--- src/rtl/poly_unshift_seq.sv ---
// ---------------------------------------------------------------------------
// poly_unshift_seq
//
// Iterative GF(2^8) inverse polynomial shifter.
// Computes aft = bef * x^(-amount) mod the AES-style reduction polynomial.
// Each clock undoes one xtime step, so it can rewind an xtime chain, for
// example during key-schedule rewinding or self-check on the decrypt side.
//
// Parameters:
//   POLY   low byte of the reduction polynomial (bit 0 must be set)
//   AMT_W  width of amount; maximum shift is 2^AMT_W-1
//
// Ports:
//   clk        in   rising-edge clock
//   rst_n      in   asynchronous active-low reset
//   in_valid   in   request present
//   in_ready   out  block can accept a request
//   bef        in   8-bit operand
//   amount     in   number of x^-1 steps
//   out_valid  out  result held
//   out_ready  in   consumer takes result
//   aft        out  8-bit result (8'h00 whenever out_valid is low)
//   busy       out  high whenever the block is not idle
//
// Optional feature (macro POLY_UNSHIFT_SEQ_OVERLAP_EN):
//   When defined, a new request can be accepted on the same edge that the
//   held result is consumed, so back-to-back amount-0 requests complete one
//   per cycle. When undefined, requests are accepted only in IDLE.
// ---------------------------------------------------------------------------
module poly_unshift_seq #(
    parameter logic [7:0] POLY  = 8'h1b,
    parameter int         AMT_W = 3
) (
    input  logic             clk,
    input  logic             rst_n,
    input  logic             in_valid,
    output logic             in_ready,
    input  logic [7:0]       bef,
    input  logic [AMT_W-1:0] amount,
    output logic             out_valid,
    input  logic             out_ready,
    output logic [7:0]       aft,
    output logic             busy
);

    // Inverse of the reduction step. The forward xtime shifts left and folds
    // in POLY when bit 7 falls out; going backwards, an odd value must have
    // had POLY folded in, so XOR it back out and restore the lost x^8 term
    // as bit 7 after the right shift.
    localparam logic [7:0] INV = {1'b1, POLY[7:1]};

    // Without bit 0 set in POLY the forward map is not invertible.
    generate
        if (POLY[0] != 1'b1) begin : g_bad_poly
            $error("poly_unshift_seq: POLY[0] must be 1");
        end
    endgenerate

    typedef enum logic [1:0] {
        S_IDLE = 2'd0,
        S_BUSY = 2'd1,
        S_DONE = 2'd2
    } state_t;

    state_t           r_state;
    state_t           w_next_state;
    logic [7:0]       r_data;
    logic [7:0]       w_next_data;
    logic [AMT_W-1:0] r_cnt;
    logic [AMT_W-1:0] w_next_cnt;
    logic [7:0]       w_inv;

    assign w_inv = {1'b0, r_data[7:1]} ^ (r_data[0] ? INV : 8'h00);
    assign busy  = (r_state != S_IDLE);

    always_ff @(posedge clk or negedge rst_n) begin
        if (!rst_n) begin
            r_state <= S_IDLE;
            r_data  <= 8'h00;
            r_cnt   <= '0;
        end else begin
            r_state <= w_next_state;
            r_data  <= w_next_data;
            r_cnt   <= w_next_cnt;
        end
    end

    always_comb begin
        w_next_state = r_state;
        w_next_data  = r_data;
        w_next_cnt   = r_cnt;
        in_ready     = 1'b0;
        out_valid    = 1'b0;
        aft          = 8'h00;

        case (r_state)
            S_IDLE: begin
                in_ready = 1'b1;
                if (in_valid) begin
                    w_next_data  = bef;
                    w_next_cnt   = amount;
                    w_next_state = (amount == '0) ? S_DONE : S_BUSY;
                end
            end

            S_BUSY: begin
                w_next_data = w_inv;
                w_next_cnt  = r_cnt - AMT_W'(1);
                // BUSY is only entered with a nonzero count, so the final
                // step is the one taken while the count reads 1.
                if (r_cnt <= AMT_W'(1)) begin
                    w_next_state = S_DONE;
                end
            end

            S_DONE: begin
                out_valid = 1'b1;
                aft       = r_data;
`ifdef POLY_UNSHIFT_SEQ_OVERLAP_EN
                // Consume and accept may share one edge: the new request
                // goes straight into DONE or BUSY without visiting IDLE.
                in_ready = out_ready;
                if (out_ready) begin
                    if (in_valid) begin
                        w_next_data  = bef;
                        w_next_cnt   = amount;
                        w_next_state = (amount == '0) ? S_DONE : S_BUSY;
                    end else begin
                        w_next_state = S_IDLE;
                    end
                end
`else
                if (out_ready) begin
                    w_next_state = S_IDLE;
                end
`endif
            end

            default: begin
                w_next_state = S_IDLE;
            end
        endcase
    end

endmodule

--- config.mk ---
export PLATFORM = sky130hd
export DESIGN_NAME = poly_unshift_seq
export DESIGN_NICKNAME = d
export VERILOG_FILES = /design/src/rtl/poly_unshift_seq.sv
export SDC_FILE = /design/constraint.sdc
export NUM_CORES = 1
export LEC_CHECK = 0
export ABC_CLOCK_PERIOD_IN_PS = 1850
export CAP_MARGIN = 20
export CORE_AREA = 3 3 55 44
export CTS_CLUSTER_SIZE = 14
export DETAILED_ROUTE_END_ITERATION = 8
export DIE_AREA = 0 0 58 47
export PLACE_DENSITY = 0.84
export SETUP_SLACK_MARGIN = 0.4
export SYNTH_ARGS = -nofsm -noshare
export SYNTH_HDL_FRONTEND = slang
export SYNTH_SLANG_ARGS = --single-unit
--- constraint.sdc ---
create_clock -name clk -period 1.85 [get_ports clk]
set_clock_uncertainty 0.1 [all_clocks]
set_input_delay 0.2775 -clock clk [delete_from_list [all_inputs] [get_ports clk]]
set_output_delay 0.2775 -clock clk [all_outputs]
set_load 0.01 [all_outputs]
* Word level (Yosys, flattened, before mapping)
Index checks and enable logic that the tools add are counted.
Widths: inputs -> output; s select.
** Word-level totals
- Register bits :: 13
- Input port bits :: 15
- Output and inout port bits :: 11
- Logic and storage cells :: 30
** Cells by class
- $add $sub $neg :: 1
- Order comparisons :: 1
- Equal/unequal tests :: 5
- Muxes and demuxes :: 13
- Bitwise gates (word level) :: 1
- Reductions and logical operators :: 6
** Operator list (count)
- $mux 8 :: 3
- $pmux 8 s2 :: 1
- $mux 2 :: 4
- $xor 7x8->8 :: 1
- $ne 2x2->1 const B :: 3
- $pmux 2 s3 :: 1
- $pmux 3 s2 :: 1
- $reduce_bool 2->1 :: 2
- $le 3x1->1 const B :: 1
- $logic_not 3->1 :: 1
- $mux 3 :: 1
- $reduce_and 3->1 :: 1
- $sub 3x1->3 const B :: 1
- $eq 2x1->1 const B :: 1
- $eq 2x2->1 const B :: 1
- $logic_not 2->1 :: 1
- $mux 1 :: 2
- $reduce_and 2->1 :: 1

* Depth between registers and ports, before layout
- Depth after elaboration :: 4
- Depth in mapped cells :: 5
- Depth with buffers taken out :: 5

* Worst setup path before layout
No wires, ideal clock.
- Path kind :: reg2reg
- Start point :: reg r_cnt[1]
- End point :: reg r_state[0]
- Setup time :: 0.065 ns
- Data arrival time :: 1.185 ns
- Data required time :: 1.685 ns
- Slack :: 0.500 ns
- Stages on the path, launching flop included :: 6
- Path buffers :: 0
- Period minus slack after synthesis :: 1.350 ns
- Path through :: dfrtp_1 > inv_1 > ha_1 > o21bai_1 > a311oi_1 > o211a_1
** Between the ends
- Word-level cells in the longest chain between the ends :: 3
** RTL lines
- start: declaration :: RTL line 69 : logic [AMT_W-1:0] r_cnt;
- start signal: assignment :: RTL line 84 : r_cnt <= w_next_cnt;
- $le 3x1->1 :: RTL line 111 : if (r_cnt <= AMT_W'(1)) begin
- $ne 2x2->1 (no line)
- $reduce_and 3->1 (no line)
- end signal: assignment :: RTL line 82 : r_state <= w_next_state;
- end: declaration :: RTL line 65 : state_t r_state;
Every way passes these cells.
A chain may end at the register's enable or synchronous reset.

* Worst setup path after layout
- Start point :: reg r_state[0]
- End point :: out aft[6]
** Between the ends
- Word-level cells in the longest chain between the ends :: 2
** RTL lines
- $eq 2x2->1 :: RTL line 96 : case (r_state)
- $mux 8 :: RTL line 96
- end: declaration :: RTL line 42 : output logic [7:0] aft,
Every way passes these cells.

==> metrics.yaml <==
outcome:
  status: "finished, final reports clean"
detailed_routing:
  detail_route.iter0.violations: 14
  remaining_drc_errors: 0
  routed_wl_um: 2247
  dr_total_vias: 840
  drt-wirelength-per-cell_um: 14.59
  postRouteAntennaNets: 0
  post_drt_via_cell_ratio: 5.455
  drt_pass1_iterations: 4
placed_design:
  pre_cts_slack_ps: 135.8
  place.detailed.hpwl_um: 1518
  gp_routability_congestion: 0.8129
  number_of_port_buffers: 25
logic_synthesis:
  dominantRegCellSynth: "dfrtp_1"
  synth.ff_latch_count: 13
  synth.most_common_cell: "dfrtp_1"
  synth-seq-area-share_pct: 37.85
  syn_warnings: 0
  synth_top_cells_by_count: "dfrtp_1 (13), nor2b_1 (12), a21oi_1 (9), and2_1 (9), o21ai_0 (9)"
  ys_top_cells_by_area: "dfrtp_1 (38%), nor2b_1 (8.7%), a22oi_1 (7.0%)"
  synth_edf_count: 0
  syn_nets: 111
  ys_types: 24
  async_reset_ff_share_pct: 100.0
  post_synth_inst_count: 94
  postSynthAreaPerCell_um2: 9.144
  synthDominantCellAreaShare_pct: 37.85
  synth.largest_area_cell: "dfrtp_1"
  netlist_area_um2: 859.6
worst_setup_path:
  r2r-end: "r_data[0]"
  cp-end-kind: "output port"
  critical_path_arrival_ps: 1210
  worst-r2r-cell-count: 5
  setup.reg_to_reg.worst_slack_ps: 400
  r2r_start: "r_state[0]"
  cp_data_required_time_ps: 1470
  cp_max_fanout: 5
  start_kind: "flop"
  criticalPathCategory: "reg2out"
cts:
  clk_transition_reported_paths_ps: 80
  cts-root-buf: "clkbuf_4"
  cts-buffers-inserted: 3
  cts.sinks: 13
  ctsHtreeMaxLevel: 1
  cts-root-to-sink-buffers: 2
  clk-insertion-delay-late_ps: 270
  hold_buffers: 0
  clock_tree_from_tritoncts: "yes"
grt:
  grt_start_max_net_pins: 18
  grt_pass1_wl_um: 3581
  first_global_vias: 791
  grt_usage_pct: 17.59
  grt_remaining_overflow: 0
  antenna_found_initial: 0
timing:
  timing.final.hold_violations: 0
  setup_repair_after_global_routing_missed_its_margin: "yes"
  fmaxAchievable_ghz: 0.6294
  timing.final.crit_share_pct: 85.88
  hold_ws_ps: 274.1
  finalWorstPathRequiredPeriod_ps: 1589
  final-setup-viol-count: 0
  worst_setup_slack_after_layout_ps: 261.2
  report.final.slew_viol_count: 0
  timing.max_slew.rel_slack_pct: 59.72
  setup_tns_ps: 0
  worst-slew-pin-transition_ps: 602.3
layout:
  fill_cells: 155
  antenna_cells_inserted: 0
  final_nets: 148
  drive_above_1_share_pct: 36.15
  area_delta_synth_final_pct: 54.00
power:
  powerDensity_mw_per_mm2: 1533
  ir_worst_vdd_mv: 1.341
  total_leakage_power_nw: 0.5952
floorplanning:
  core_area_mm2: 0.001962
  die_h_um: 47
  floorplan.die_area_mm2: 0.002726
  die-width_um: 58
  initial_standard_cell_utilization_of_the_core_pct: 43.81
  ioPinCount: 26
  row_count: 14
flow_run:
  cap_violations: 0
hold_path:
  hold_path.class: "in2async"
-- critical path, stage by stage (launching register included) --
cell and delay, ps:
dfrtp_1 430, nor2b_4 150, buf_6 130, and2_4 140, buf_6 90
-- state kept, by name, indices dropped and copies added (netlist names) --
name / count
r_state: 2
r_data: 8
r_cnt: 3
-- stage by stage --
step	utilization, %	cells	area [µm²]	power, W
2_1_floorplan	-	94	859.6	0.001219
3_3_place_gp	58.16	142	1141	0.001483
3_5_place_dp	58.16	142	1141	0.001537
4_1_cts	62.69	151	1230	0.001895
5_1_grt	67.47	154	1324	0.002182
6_report	67.47	154	1324	0.002029
-- cell usage in the layout (no fill, tap or decap), types with 2 or more instances in the layout --
master / synthesis / layout
buf_6: 2 / 14
inv_2: 0 / 3
nor2b_4: 0 / 2
o21ai_0: 9 / 5
nor2b_1: 12 / 9
clkdlybuf4s50_1: 0 / 14
xor2_1: 2 / 2
and3b_1: 2 / 2
o21bai_1: 2 / 2
a22oi_1: 8 / 8
and2_4: 0 / 7
a2bb2oi_1: 3 / 3
buf_4: 1 / 10
o21ai_1: 2 / 6
a21oi_1: 9 / 9
clkbuf_4: 0 / 3
inv_1: 5 / 2
and2_1: 9 / 2
dfrtp_1: 13 / 13
-- power by group --
part,switching (W),total [W],leakage [nW],internal [W]
clock network,0.0000923,0.000176,0.0150,0.0000835
logic,0.000549,0.00127,0.420,0.000717
registers,0.000158,0.000587,0.160,0.000428
total,0.000800,0.00203,0.595,0.00123
-- final cells by class --
class	count	area (µm²)	area share, %
Sequential cell	13	325.3	24.57
Multi-Input combinational cell	68	525.5	39.70
Inverter	5	18.77	1.418
Tap cell	24	30.03	2.268
Timing Repair Buffer	40	397.9	30.06
Clock buffer	4	26.28	1.985
-- repair_timing --
action,4_1_cts,5_1_grt
setup buffers,4,3
resized for setup,63,21
cloned,1,0
pin swaps,6,4
setup endpoints to repair,24,23
-- worst max-delay path by stage --
stage | start | end | depth (start not counted)
3_3_place_gp | r_state[0] | aft[6] | 4
4_1_cts | r_state[0] | aft[6] | 4
3_5_place_dp | r_state[0] | aft[5] | 4
6_report | r_state[0] | aft[6] | 4
2_1_floorplan | r_cnt[1] | r_state[0] | 5
5_1_grt | r_state[0] | aft[6] | 4
-- cells by family (layout without fill, tap and decap cells) --
logic type      Yosys count  after routing  synth area share, %
compound gates           37             37                28.38
xor+xnor                  2              2                2.038
simple gates             26             26                19.51
flops                    13             13                37.85
buf+inv                  13             49                8.152
mux                       1              1                1.165
fa+ha+maj                 2              2                2.911
-- layer usage --
| layer | up-vias | GRT usage [%] | share of wire [%] |
|---|---|---|---|
| met1 | 401 | 22.45 | 42 |
| li1 | 405 | - | - |
| met5 | - | 0 | 0 |
| met2 | 32 | 29.50 | 49 |
| met4 | 0 | 2.778 | 0.45 |
| met3 | 2 | 6.593 | 8.4 |
Power figures use the tool's default switching activity.
